## src/rtl/fetch_stage_if.sv

```systemverilog
// fetch_stage_if: bundle of the fetch stage's redirect input, instruction
// memory port and decode-side valid/ready output.
//   master : the fetch stage (drives imem request and decode output)
//   slave  : the surroundings (next-PC mux, instruction memory, decode)
// Signals:
//   pc_next_i / redirect_i    redirect target and strobe
//   imem_req_o / imem_addr_o  memory read request and address
//   imem_rdata_i              read data, one cycle after the request
//   out_valid_o / out_ready_i decode handshake
//   out_pc_o / out_instr_o    head {pc, instr} pair
interface fetch_stage_if #(
    parameter int WIDTH = 32
);
    logic [WIDTH-1:0] pc_next_i;
    logic             redirect_i;
    logic             imem_req_o;
    logic [WIDTH-1:0] imem_addr_o;
    logic [WIDTH-1:0] imem_rdata_i;
    logic             out_valid_o;
    logic             out_ready_i;
    logic [WIDTH-1:0] out_pc_o;
    logic [WIDTH-1:0] out_instr_o;

    modport master (
        input  pc_next_i, redirect_i, imem_rdata_i, out_ready_i,
        output imem_req_o, imem_addr_o, out_valid_o, out_pc_o, out_instr_o
    );

    modport slave (
        output pc_next_i, redirect_i, imem_rdata_i, out_ready_i,
        input  imem_req_o, imem_addr_o, out_valid_o, out_pc_o, out_instr_o
    );
endinterface

```

## src/rtl/fetch_stage.sv

```systemverilog
// fetch_stage: instruction-fetch stage owning the program counter.
// Issues sequential reads to a 1-cycle-latency instruction memory, buffers
// returned {pc, instr} pairs in a DEPTH-entry FIFO and presents the head to
// decode over valid/ready. A redirect loads a new PC and flushes the buffer
// and any response in flight.
// Ports:
//   clk    rising-edge clock
//   rst_n  asynchronous active-low reset
//   bus    fetch_stage_if.master (redirect, imem port, decode handshake)
module fetch_stage #(
    parameter int               WIDTH    = 32,
    parameter logic [WIDTH-1:0] RESET_PC = '0,
    parameter int               DEPTH    = 2
) (
    input  logic          clk,
    input  logic          rst_n,
    fetch_stage_if.master bus
);
    localparam int PW   = (DEPTH > 1) ? $clog2(DEPTH) : 1;
    localparam int CW   = $clog2(DEPTH + 1);
    localparam int STEP = WIDTH / 8;

    typedef struct packed {
        logic [WIDTH-1:0] pc;
        logic [WIDTH-1:0] instr;
    } entry_t;

    entry_t           fifo [DEPTH];
    logic [PW-1:0]    head, tail;
    logic [CW-1:0]    count;
    logic [WIDTH-1:0] pc, inflight_pc;
    logic             inflight, drop;

    logic             pop, push, req;
    logic [CW:0]      occ;

    function automatic logic [PW-1:0] ptr_next(input logic [PW-1:0] p);
        return (p == PW'(DEPTH - 1)) ? '0 : p + PW'(1);
    endfunction

    assign pop  = (count != '0) && bus.out_ready_i;
    // A response arriving in a redirect cycle belongs to the old path.
    assign push = inflight && !drop && !bus.redirect_i;
    // Occupancy after this edge if a request were not issued; the slot for
    // a new request must exist before it goes out, so the FIFO never overflows.
    assign occ  = {1'b0, count} + (CW+1)'(inflight) - (CW+1)'(pop);
    // rst_n gates the request so the port is quiet while reset is held.
    assign req  = rst_n && !bus.redirect_i && (occ < (CW+1)'(DEPTH));

    assign bus.imem_req_o  = req;
    assign bus.imem_addr_o = pc;
    assign bus.out_valid_o = (count != '0);
    assign bus.out_pc_o    = (count != '0) ? fifo[head].pc    : '0;
    assign bus.out_instr_o = (count != '0) ? fifo[head].instr : '0;

    always_ff @(posedge clk or negedge rst_n) begin
        if (!rst_n) begin
            pc          <= RESET_PC;
            inflight_pc <= '0;
            inflight    <= 1'b0;
            drop        <= 1'b0;
            count       <= '0;
            head        <= '0;
            tail        <= '0;
        end else if (bus.redirect_i) begin
            pc       <= bus.pc_next_i;
            count    <= '0;
            head     <= '0;
            tail     <= '0;
            inflight <= 1'b0;
            // Marks the cancelled response slot; no request issues in the
            // redirect cycle, so nothing new is in flight behind it.
            drop     <= inflight;
        end else begin
            drop     <= 1'b0;
            inflight <= req;
            if (req) begin
                pc          <= pc + WIDTH'(STEP);
                inflight_pc <= pc;
            end
            if (push) tail <= ptr_next(tail);
            if (pop)  head <= ptr_next(head);
            if (push && !pop)      count <= count + CW'(1);
            else if (!push && pop) count <= count - CW'(1);
        end
    end

    // Storage needs no reset: nothing is visible while count is zero.
    always_ff @(posedge clk) begin
        if (push) fifo[tail] <= '{pc: inflight_pc, instr: bus.imem_rdata_i};
    end
endmodule

```

## src/flat_wrapper.sv

```systemverilog
// flat-port wrapper written by rule: the top's interface ports become plain ports
module fetch_stage_flat 
#(
    parameter int               WIDTH    = 32,
    parameter logic [WIDTH-1:0] RESET_PC = '0,
    parameter int               DEPTH    = 2
)
  (clk, rst_n, bus_pc_next_i, bus_redirect_i, bus_imem_rdata_i, bus_out_ready_i, bus_imem_req_o, bus_imem_addr_o, bus_out_valid_o, bus_out_pc_o, bus_out_instr_o);
  fetch_stage_if #(.WIDTH(WIDTH)) bus_i ();
  input  logic clk;
  input  logic rst_n;
  input wire logic [$bits(bus_i.pc_next_i)-1:0] bus_pc_next_i;
  input wire logic [$bits(bus_i.redirect_i)-1:0] bus_redirect_i;
  input wire logic [$bits(bus_i.imem_rdata_i)-1:0] bus_imem_rdata_i;
  input wire logic [$bits(bus_i.out_ready_i)-1:0] bus_out_ready_i;
  output wire logic [$bits(bus_i.imem_req_o)-1:0] bus_imem_req_o;
  output wire logic [$bits(bus_i.imem_addr_o)-1:0] bus_imem_addr_o;
  output wire logic [$bits(bus_i.out_valid_o)-1:0] bus_out_valid_o;
  output wire logic [$bits(bus_i.out_pc_o)-1:0] bus_out_pc_o;
  output wire logic [$bits(bus_i.out_instr_o)-1:0] bus_out_instr_o;
  assign bus_i.pc_next_i = bus_pc_next_i;
  assign bus_i.redirect_i = bus_redirect_i;
  assign bus_i.imem_rdata_i = bus_imem_rdata_i;
  assign bus_i.out_ready_i = bus_out_ready_i;
  assign bus_imem_req_o = bus_i.imem_req_o;
  assign bus_imem_addr_o = bus_i.imem_addr_o;
  assign bus_out_valid_o = bus_i.out_valid_o;
  assign bus_out_pc_o = bus_i.out_pc_o;
  assign bus_out_instr_o = bus_i.out_instr_o;
  fetch_stage #(.WIDTH(WIDTH), .RESET_PC(RESET_PC), .DEPTH(DEPTH)) u_core (.clk(clk), .rst_n(rst_n), .bus(bus_i));
endmodule
```

## config.mk

```make
export PLATFORM = sky130hd
export DESIGN_NAME = fetch_stage_flat
export DESIGN_NICKNAME = d
export VERILOG_FILES = /design/src/rtl/fetch_stage_if.sv /design/src/rtl/fetch_stage.sv /design/src/flat_wrapper.sv
export SDC_FILE = /design/constraint.sdc
export NUM_CORES = 1
export LEC_CHECK = 0
export BUFFER_PORTS_ARGS = -buffer_cell sky130_fd_sc_hd__clkbuf_2
export CAP_MARGIN = 5
export CORE_ASPECT_RATIO = 2
export CORE_MARGIN = 1
export CORE_UTILIZATION = 44
export CTS_CLUSTER_DIAMETER = 30
export DETAILED_ROUTE_END_ITERATION = 8
export PLACE_DENSITY = 0.66
export SYNTH_ARGS = -nofsm -noshare
export SYNTH_HDL_FRONTEND = slang
export SYNTH_SLANG_ARGS = --single-unit
```

## constraint.sdc

```tcl
create_clock -name clk -period 7.6 [get_ports clk]
set_clock_uncertainty 0.05 [all_clocks]
set_input_delay 1.52 -clock clk [delete_from_list [all_inputs] [get_ports clk]]
set_output_delay 1.52 -clock clk [all_outputs]
set_load 0.1 [all_outputs]
```

# Word-level counts from Yosys, hierarchy flattened
# Memory sizes are Yosys's and may differ from the RTL's.
# Index checks and enable logic that the tools add are counted.
dict set report classes {
  addsub 7
  order_cmp 1
  n_mux 17
  bitwise_logic 1
  reduce_logical 17
}
# op n
set ops {}
lappend ops {{32-bit 2-to-1 mux} 4}
lappend ops {{32-bit by 3-bit adder with 32-bit output, second input constant} 1}
lappend ops {{1-bit 2-to-1 mux} 10}
lappend ops {{2-bit nonzero test} 4}
lappend ops {{1-bit logical AND} 7}
lappend ops {{2-bit 2-to-1 mux} 3}
lappend ops {{1-bit zero test} 4}
lappend ops {{2-bit by 1-bit adder with 3-bit output} 1}
lappend ops {{3-bit by 2-bit < comparator with 1-bit output, second input constant} 1}
lappend ops {{3-bit nonzero test} 1}
lappend ops {{3-bit by 1-bit subtractor with 3-bit output} 1}
lappend ops {{1-bit adder, second input constant} 2}
lappend ops {{2-bit by 1-bit adder with 2-bit output, second input constant} 1}
lappend ops {{2-bit AND reduction} 1}
lappend ops {{2-bit by 1-bit subtractor with 2-bit output, second input constant} 1}
lappend ops {{1-bit NOT} 1}
dict set report totals {
  regBits 70
  mem_bits_rw 128
  inputBits 68
  output_inout_bits 98
  wordCells 51
  memories 1
}
# name depth word_bits read_ports rd_clocked_by_memory_dff write_ports line
set mem_list {}
lappend mem_list {u_core.fifo 2 64 1 0 1 fetch_stage.sv:28} ;# entry_t fifo [DEPTH];

# Logic depth before layout (Yosys ltp)
# Gate-level depths: netlist of run 1.
dict set report logic_depth {
  ltp_word 8
  depth_mapped 12
  mapped_depth_nobuf 11
}

# Worst setup path after synthesis of run 1
# Ideal clock, no wire load.
dict set report synth_path {
  kind {input to register}
  startpoint {input port bus_redirect_i}
  endpoint {memory u_core.fifo[0][0] (netlist name) (enable)}
  setup_ns 0.578
  arrival_time_ns 6.614
  required_ns 6.972
  setup_slack_ns 0.358
  cell_stages 3
  n_path_buf 2
  path_cell_list {clkbuf_1 > clkbuf_1 > nor3b_1}
}
dict set report synth_between {
  elab_chain_len 4
}
# element line
set synth_rtl {}
lappend synth_rtl {{start, declared} flat_wrapper.sv:13} ;# input wire logic [$bits(bus_i.redirect_i)-1:0] bus_redirect_i;
lappend synth_rtl {{1-bit zero test} fetch_stage.sv:43} ;# assign push = inflight && !drop && !bus.redirect_i;
lappend synth_rtl {{1-bit logical AND} fetch_stage.sv:43}
lappend synth_rtl {{1-bit 2-to-1 mux} fetch_stage.sv:90} ;# if (push) fifo[tail] <= '{pc: inflight_pc, instr: bus.imem_rdata_i};
lappend synth_rtl {{1-bit 2-to-1 mux (implied by the code)} fetch_stage.sv:90}
lappend synth_rtl {{end, declared} fetch_stage.sv:28}
# Every way passes these cells.

# Final worst setup path of run 1
dict set report layout_path {
  startpoint {input port bus_out_ready_i}
  endpoint {output port bus_imem_req_o}
}
dict set report layout_between {
  elab_chain_len 4
}
# element line
set layout_rtl {}
lappend layout_rtl {{start, declared} flat_wrapper.sv:15} ;# input wire logic [$bits(bus_i.out_ready_i)-1:0] bus_out_ready_i;
lappend layout_rtl {{1-bit logical AND} fetch_stage.sv:41} ;# assign pop = (count != '0) && bus.out_ready_i;
lappend layout_rtl {{3-bit by 1-bit subtractor with 3-bit output} fetch_stage.sv:46} ;# assign occ = {1'b0, count} + (CW+1)'(inflight) - (CW+1)'(pop);
lappend layout_rtl {{3-bit by 2-bit < comparator with 1-bit output} fetch_stage.sv:48} ;# assign req = rst_n && !bus.redirect_i && (occ < (CW+1)'(DEPTH));
lappend layout_rtl {{1-bit logical AND} fetch_stage.sv:48}
lappend layout_rtl {{end, declared} flat_wrapper.sv:16} ;# output wire logic [$bits(bus_i.imem_req_o)-1:0] bus_imem_req_o;
# Every way passes these cells.

==> results of run 1 <==
[metal layers]
metal,vias up,GRT usage,part of all wire
met3,28,0.0296,0.034
met5,-,0,0
met2,138,0.341,0.57
met4,0,0.0814,0.024
li1,2352,-,-
met1,2415,0.199,0.38
[logic make-up after synthesis]
| group | count (synthesis) | share of synthesized area |
|---|---|---|
| compound gates | 34 | 0.0222 |
| xor+xnor | 30 | 0.0335 |
| flops | 198 | 0.694 |
| mux | 100 | 0.130 |
| fa+ha+maj | 3 | 0.00559 |
| buf+inv | 30 | 0.0148 |
| simple gates | 168 | 0.0998 |
[path summary, 6_finish.rpt]
check | cells past startpoint | slack (ns) | to
worst min-delay path | 0 | 0.42 | u_core.fifo[0][42]
max in group asynchronous | 1 | 5.64 | u_core.head
min in group asynchronous | 1 | 1.17 | u_core.inflight_pc[2]
worst min register to register | 0 | 0.42 | u_core.fifo[0][42]
worst max register to register | 11 | 4.14 | u_core.bus.imem_addr_o[27]
worst max-delay path | 8 | 2.39 | bus_imem_req_o
[cell usage in the layout, fill, tap and decap left out, types with 5 or more instances in the layout]
master	count
clkbuf_2	164
edfxtp_1	128
nor2_1	75
dfrtp_1	69
mux2i_1	65
nand2_1	36
mux2_2	35
o21ai_0	28
clkbuf_16	19
xor2_1	18
nand3_1	12
nand4_1	12
xnor2_1	11
and3_1	6
buf_4	6
inv_1	5
[report_power, final]
group          total, mW  switching (mW)  leakage [nW]  internal (mW)
Combinational      0.474           0.360          1.50          0.114
Sequential          1.34          0.0809          2.02           1.26
Clock              0.898           0.374         0.294          0.525
Total               2.71           0.814          3.81           1.90
[state kept, by name, summed over array words and instances, names as in the netlist]
signal / flops
u_core.drop: 1
u_core.inflight: 1
u_core.count: 2
u_core.bus.imem_addr_o: 32
u_core.head: 1
u_core.inflight_pc: 32
u_core.fifo: 128
u_core.tail: 1
[final cells by class]
class / count / area [um^2] / share of cell area
clock buffer: 21 / 483 / 0.0497
clock inverter: 11 / 119 / 0.0122
inverter: 5 / 18.8 / 0.00193
multi-input combinational: 335 / 2360 / 0.243
sequential: 198 / 5600 / 0.576
tap: 213 / 267 / 0.0274
timing repair buffer: 170 / 866 / 0.0891
[through the flow]
step / util / cells / setup slack (ns)
detailed placement: 0.510 / 921 / 2.38
finish: 0.544 / 953 / 2.39
floorplan: - / 563 / 0.358
global route: 0.544 / 953 / 2.25
global placement: 0.510 / 921 / 2.43
CTS: 0.544 / 953 / 2.38
==> flow_summary.toml, run 1 <==
[yosys]
syn_avg_cell_area_um2 = 14.3
synth_top_cell_by_area = "edfxtp_1"
syn_area_um2 = 8060
synth_cells = 563
yosysMostFrequentCell = "edfxtp_1"
synth_edf_count = 128
synth_top_area_frac = 0.477
synth_commonest_cells = "128 x edfxtp_1, 76 x nor2_1, 70 x dfrtp_1"
ys.flop_type = "edfxtp_1"
syn_nets = 634
async_flop_share = 0.354
yosysSeqAreaShare = 0.694
synth.area.top_cells = "edfxtp_1 48%, dfrtp_1 22%, mux2i_1 8.1%"
yosys_warnings = 0
yosys.cell_types.count = 37
ys_seq_elements = 198

[global_route]
grt-ovfl-total = 0
grt_pass1_wl_mm = 26.5
grt_pass1_vias = 5158
grt_max_degree = 73
antenna_found_initial = 0
groute.usage.overall = 0.182

[cts]
cts_tree = "done"
path_clk_slew_ns = 0.07
postCtsSetupBuffers = 0
clk_path_buf_depth = 2
cts_resized = 0
cts_made_buffers = 17
cts-htree-levels = 4
clkSinkCount = 198
clockRootBuffer = "clkbuf_16"
hold_buffers = 0
insertion_delay_ns = 0.42

[routing]
ant_nets = 0
route.vias.total = 4933
drc_errors = 16
avgViaCountPerCell = 5.18
wl_mm = 16.3
drt-pass1-iter-count = 6
wl_per_cell_um = 17.1
drtIter0Drc = 167

[floorplan]
die_area_um2 = 18900
rows = 69
fp.coreArea_um2 = 17900
pin_count = 166
die_w_um = 97.7
die_h_um = 193
initial_core_util = 0.451

[run_status]
violations = "design-rule violations"
status = "finished with violations"

[setup_path]
cp-startpoint = "bus_out_ready_i"
crit_type = "input port to output port"
worst_path_dominant_cell_family = "simple AND/OR/NAND/NOR gates"
crit_arrival_ns = 3.64
critPathBufInv = 2
max_stage_delay_ns = 0.50
worst_r2r_startpoint = "u_core.count[1]"
start_kind = "input port"
cp_cell_sequence = "clkbuf_2, and2_1, ha_1, nand2b_1, fa_1, nand2_1, nor3_4, clkbuf_2"
cp_max_fo = 6
cpMostUsedCell = "clkbuf_2"
crit_required_ns = 6.03
crit_slowest_cell = "fa_1"
end_kind = "output port"

[cells_and_area]
num-fill-cells = 1529
fin_nets = 798
design_area_um2 = 9720
area_delta_synth_final_pct = 20.6
drive_gt1_frac = 0.332
num_antenna_cells = 0

[sta]
max_freq_ghz = 0.192
setup_tns_ns = 0
setup_viol_count_final = 0
maxSlewHeadroom = 0.237
finalCritPeriodShare = 0.685
layout_min_cycle_time_ns = 5.21
worstMarginPinSlew_ns = 1.14
hold_viol_final = 0
drv_slew = 0
rsz0062_at_grt = "no"
worst_hold_slack_ns = 0.423

[run]
drv_cap = 0

[placed_design]
routabilityCongestion = 0.820
place_area_um2 = 9110
port_buffers = 165
hpwl_mm = 11.1

[power]
leakage_nw = 3.81
ir_drop_mv = 0.184
p_per_area_nw_per_um2 = 279
finalPower_mw = 2.71

[min_path]
worstHoldPathType = "flop to flop"
min_from = "u_core.inflight_pc[10]"
Note: power is estimated with default switching activity, not from simulation.
==> run 2, diff against run 1 <==
--- a/config.mk
+++ b/config.mk
@@ -5,6 +5,7 @@
 export SDC_FILE = /design/constraint.sdc
 export NUM_CORES = 1
 export LEC_CHECK = 0
+export ABC_AREA = 1
 export BUFFER_PORTS_ARGS = -buffer_cell sky130_fd_sc_hd__clkbuf_2
 export CAP_MARGIN = 5
 export CORE_ASPECT_RATIO = 2
==> constraint.sdc (replaced) <==
create_clock -name clk -period 5.1 [get_ports clk]
set_clock_uncertainty 0.05 [all_clocks]
set_input_delay 1.02 -clock clk [delete_from_list [all_inputs] [get_ports clk]]
set_output_delay 1.02 -clock clk [all_outputs]
set_load 0.1 [all_outputs]
==> flow_summary.toml, run 2 <==
[cells_and_area]
top_register = "u_core.fifo"
layout_common_cells = "320 x nand2_1, 163 x clkbuf_2, 128 x edfxtp_1"
num-fill-cells = 1812
num_antenna_cells = 0
fin_nets = 1150
largest_register_ffs = 128
multiInputGateArea_um2 = 2640
drive_gt1_frac = 0.212
fin_util = 0.541
layout_commonest_cell = "nand2_1"
register_area_um2 = 5600
area_delta_synth_final_pct = 20.0
final_cells = 1351

[sta]
max_freq_ghz = 0.248
hold_viol_final = 0
worstMarginPinSlew_ns = 0.899
worst_hold_slack_ns = 0.424
drv_slew = 0
maxSlewHeadroom = 0.401
layout_min_cycle_time_ns = 4.03
setup_tns_ns = 0
setup_viol_count_final = 0
finalCritPeriodShare = 0.791
rsz0062_at_grt = "no"

[floorplan]
initial_core_util = 0.451
die_w_um = 102
die_h_um = 201
rows = 72
die_area_um2 = 20400
pin_count = 166
fp.coreArea_um2 = 19400

[yosys]
yosysSeqAreaShare = 0.641
yosys_warnings = 0
syn_area_um2 = 8730
syn_avg_cell_area_um2 = 9.46
ys.flop_type = "edfxtp_1"
synth.area.top_cells = "edfxtp_1 44%, dfrtp_1 20%, nand2_1 14%"
syn_nets = 994
synth_commonest_cells = "320 x nand2_1, 128 x edfxtp_1, 93 x nor2_1"
ys_seq_elements = 198
synth_edf_count = 128
synth_top_area_frac = 0.440
synth_top_cell_by_area = "edfxtp_1"
yosys.cell_types.count = 27
yosysMostFrequentCell = "nand2_1"
async_flop_share = 0.354
synth_cells = 923

[cts]
cts-htree-levels = 4
path_clk_slew_ns = 0.07
clk_path_buf_depth = 2
clockRootBuffer = "clkbuf_16"
cts_tree = "done"
cts_resized = 0
clkSinkCount = 198
hold_buffers = 0
postCtsSetupBuffers = 0
cts_made_buffers = 17
insertion_delay_ns = 0.43

[routing]
avgViaCountPerCell = 4.89
drt-pass1-iter-count = 4
wl_per_cell_um = 14.7
route.vias.total = 6613
ant_nets = 0
wl_mm = 19.9
drc_errors = 0
drtIter0Drc = 245

[setup_path]
critPathBufInv = 4
cpMostUsedCell = "nor2_1"
crit_type = "input port to output port"
crit_slowest_cell = "fa_1"
crit_arrival_ns = 2.96
cp_max_fo = 3
end_kind = "output port"
start_kind = "input port"
cp_cell_sequence = "clkbuf_2, inv_1, nor2_1, ha_1, or2_2, fa_1, nand2_1, nor2_1, nand2_4, inv_2, buf_12"
max_stage_delay_ns = 0.48
worst_path_dominant_cell_family = "simple AND/OR/NAND/NOR gates"
crit_required_ns = 4.03

[placed_design]
port_buffers = 165
placedCellCount = 1319
routabilityCongestion = 0.951
hpwl_mm = 14.2

[global_route]
grt_pass1_wl_mm = 31.7
groute.usage.overall = 0.207
grt_pass1_vias = 6359
grt_max_degree = 80
antenna_found_initial = 0
grt-ovfl-total = 0

[power]
leakage_nw = 4.66
finalPower_mw = 6.82
ir_drop_mv = 0.352
p_per_area_nw_per_um2 = 651

[min_path]
worstHoldPathType = "flop to flop"

[run]
drv_cap = 0

[run_status]
status = "finished clean"
## run 2: metal layers
layer,track usage,up-vias,part of all wire
li1,-,3321,-
met1,0.221,3082,0.37
met2,0.373,167,0.55
met3,0.0306,43,0.036
met4,0.121,0,0.045
met5,0,-,0
## run 2: path summary, 6_finish.rpt
check / slack (ns) / start / depth (start not counted) / endpoint
worst max-delay path: 1.07 / bus_out_ready_i / 11 / bus_imem_req_o
worst min-delay path: 0.42 / u_core.inflight_pc[14] / 0 / u_core.fifo[1][46]
worst max register to register: 1.78 / u_core.count[1] / 13 / u_core.bus.imem_addr_o[15]
worst min register to register: 0.42 / u_core.inflight_pc[14] / 0 / u_core.fifo[1][46]
max in group asynchronous: 3.62 / rst_n / 2 / u_core.head
min in group asynchronous: 0.78 / rst_n / 2 / u_core.head
## run 2: cell families (layout without fill, tap and decap cells)
group	Yosys count	in the layout	share of synthesized area
compound gates	108	108	0.0657
fa+ha+maj	3	3	0.00516
buf+inv	120	289	0.0596
flops	198	198	0.641
simple gates	494	494	0.228
## run 2: per-stage QoR
step	setup slack (ns)	instance area (um^2)
6_report	1.07	10500
4_1_cts	1.07	10500
3_3_place_gp	1.10	9800
5_1_grt	0.910	10500
2_1_floorplan	0.440	8730
3_5_place_dp	1.07	9800
## run 2: final cells by class
type | count | share of cell area
Sequential cell | 198 | 0.534
Clock buffer | 21 | 0.0491
Inverter | 82 | 0.0294
Tap cell | 259 | 0.0309
Clock inverter | 11 | 0.0149
Timing Repair Buffer | 175 | 0.0898
Multi-Input combinational cell | 605 | 0.252
## run 2: report_power, final
group          total [mW]  internal [mW]  switching (mW)
logic                2.96          0.465            2.50
registers            2.41           2.12           0.292
clock network        1.45          0.881           0.571
==> run 3, diff against run 2 <==
--- a/config.mk
+++ b/config.mk
@@ -13,7 +13,7 @@
 export CORE_UTILIZATION = 44
 export CTS_CLUSTER_DIAMETER = 30
 export DETAILED_ROUTE_END_ITERATION = 8
-export PLACE_DENSITY = 0.66
+export PLACE_DENSITY = 0.68
 export SYNTH_ARGS = -nofsm -noshare
 export SYNTH_HDL_FRONTEND = slang
 export SYNTH_SLANG_ARGS = --single-unit
==> constraint.sdc (replaced) <==
create_clock -name clk -period 3.6 [get_ports clk]
set_clock_uncertainty 0.05 [all_clocks]
set_input_delay 0.72 -clock clk [delete_from_list [all_inputs] [get_ports clk]]
set_output_delay 0.72 -clock clk [all_outputs]
set_load 0.1 [all_outputs]
==> flow_summary.toml, run 3 (synthesis gave the netlist of run 2 again) <==
[run_status]
status = "finished clean"

[cts]
clockRootBuffer = "clkbuf_16"
clkSinkCount = 198
cts_resized = 0
cts_tree = "done"
cts_made_buffers = 17
path_clk_slew_ns = 0.07
insertion_delay_ns = 0.43
clk_path_buf_depth = 2
postCtsSetupBuffers = 0
hold_buffers = 0
cts-htree-levels = 4

[cells_and_area]
fin_nets = 1154
final_cells = 1355
largest_register_ffs = 128
layout_commonest_cell = "nand2_1"
area_delta_synth_final_pct = 19.3
layout_common_cells = "320 x nand2_1, 163 x clkbuf_2, 128 x edfxtp_1"
design_area_um2 = 10400
fin_util = 0.538
drive_gt1_frac = 0.218
top_register = "u_core.fifo"
num_antenna_cells = 0

[min_path]
worstHoldPathType = "input port to async pin"

[setup_path]
cp_max_fo = 6
start_kind = "flop"
cp-startpoint = "u_core.count[1]"
worst_r2r_startpoint = "u_core.count[1]"
end_kind = "output port"
crit_type = "flop to output port"
crit_required_ns = 2.83
crit_arrival_ns = 2.63

[placed_design]
hpwl_mm = 14.5
port_buffers = 165
place_area_um2 = 9830
routabilityCongestion = 0.960
placedCellCount = 1323

[power]
p_int_mw = 4.64
leakage_nw = 4.63
switching_share = 0.510
ir_drop_mv = 0.541
p_per_area_nw_per_um2 = 909
power_switching_mw = 4.82
power_frac_comb = 0.447
power.share.sequential = 0.361
clkPwrFrac = 0.192

[sta]
worstMarginPinSlew_ns = 0.720
max_freq_ghz = 0.294
maxSlewHeadroom = 0.520
layout_min_cycle_time_ns = 3.40
hold_viol_final = 0
worst_hold_slack_ns = 0.342
finalCritPeriodShare = 0.946
setup_tns_ns = 0
setup_viol_count_final = 0
drv_slew = 0
rsz0062_at_grt = "no"

[global_route]
grt_pass1_vias = 6460
grt_max_degree = 65
grt-ovfl-total = 0
antenna_found_initial = 0
groute.usage.overall = 0.212
grt_pass1_wl_mm = 32.5

[floorplan]
pin_count = 166
die_w_um = 102
rows = 72
die_area_um2 = 20400
fp.coreArea_um2 = 19400
initial_core_util = 0.451
die_h_um = 201

[routing]
wl_per_cell_um = 15.1
route.vias.total = 6584
drt-pass1-iter-count = 5
avgViaCountPerCell = 4.86
drtIter0Drc = 245
wl_mm = 20.5
ant_nets = 0
drc_errors = 0

[run]
drv_cap = 0
## run 3: cell types whose count changed in the layout (fill, tap and decap cells not counted), sizes merged
cell | previous run | this run
buf | 12 | 16
bufinv | 3 | 0
clkbuf | 184 | 182
clkinv | 6 | 7
clkinvlp | 0 | 1
inv | 84 | 87
## run 3: per-stage QoR
stage	total power, mW	setup slack (ns)
floorplan	6.84	0.0454
finish	9.46	0.196
global placement	7.63	0.186
detailed placement	7.70	0.177
CTS	9.53	0.0212
global route	9.92	0.0525
## run 3: final timing paths
path / endpoint / slack, ns / depth (start not counted)
hold reg to reg: u_core.fifo[0][53] / 0.42 / 0
setup reg to reg: u_core.bus.imem_addr_o[2] / 0.59 / 13
setup / recovery: bus_imem_req_o / 0.20 / 10
max in group asynchronous: u_core.head / 2.17 / 3
min in group clk: u_core.fifo[0][53] / 0.42 / 0
hold / removal: u_core.bus.imem_addr_o[0] / 0.34 / 2
## run 3: critical path, cell delays in order (launching register included)
cell     delay, ns
dfrtp_2       0.47
nor2_4        0.11
nor2_2        0.06
ha_1          0.26
or2_2         0.30
fa_1          0.49
nand2_1       0.07
nor2_2        0.13
nand2_4       0.06
inv_2         0.08
buf_12        0.17
## run 3: power groups by stage
stage               Combinational [mW]  Sequential (mW)  Clock (mW)
finish                            4.23             3.42        1.82
global route                      4.51             3.47        1.94
CTS                               4.26             3.41        1.86
detailed placement                4.25             3.45           0
global placement                  4.20             3.43           0
floorplan                         2.56             4.28           0
## run 3: cell type report
cell class,count,area (um^2)
inverters,82,308
repair buffers,179,971
clock inverters,13,110
fillers,1769,8950
clock buffers,19,464
flip-flops and latches,198,5600
well taps,259,324
multi-input cells,605,2640
## run 3: routing by layer
| metal | vias up | routed length, um | track usage |
|---|---|---|---|
| met5 | - | 0 | 0 |
| met4 | 0 | 677 | 0.0994 |
| met3 | 38 | 720 | 0.0368 |
| met2 | 167 | 11500 | 0.395 |
| met1 | 3063 | 7580 | 0.222 |
| li1 | 3316 | - | - |
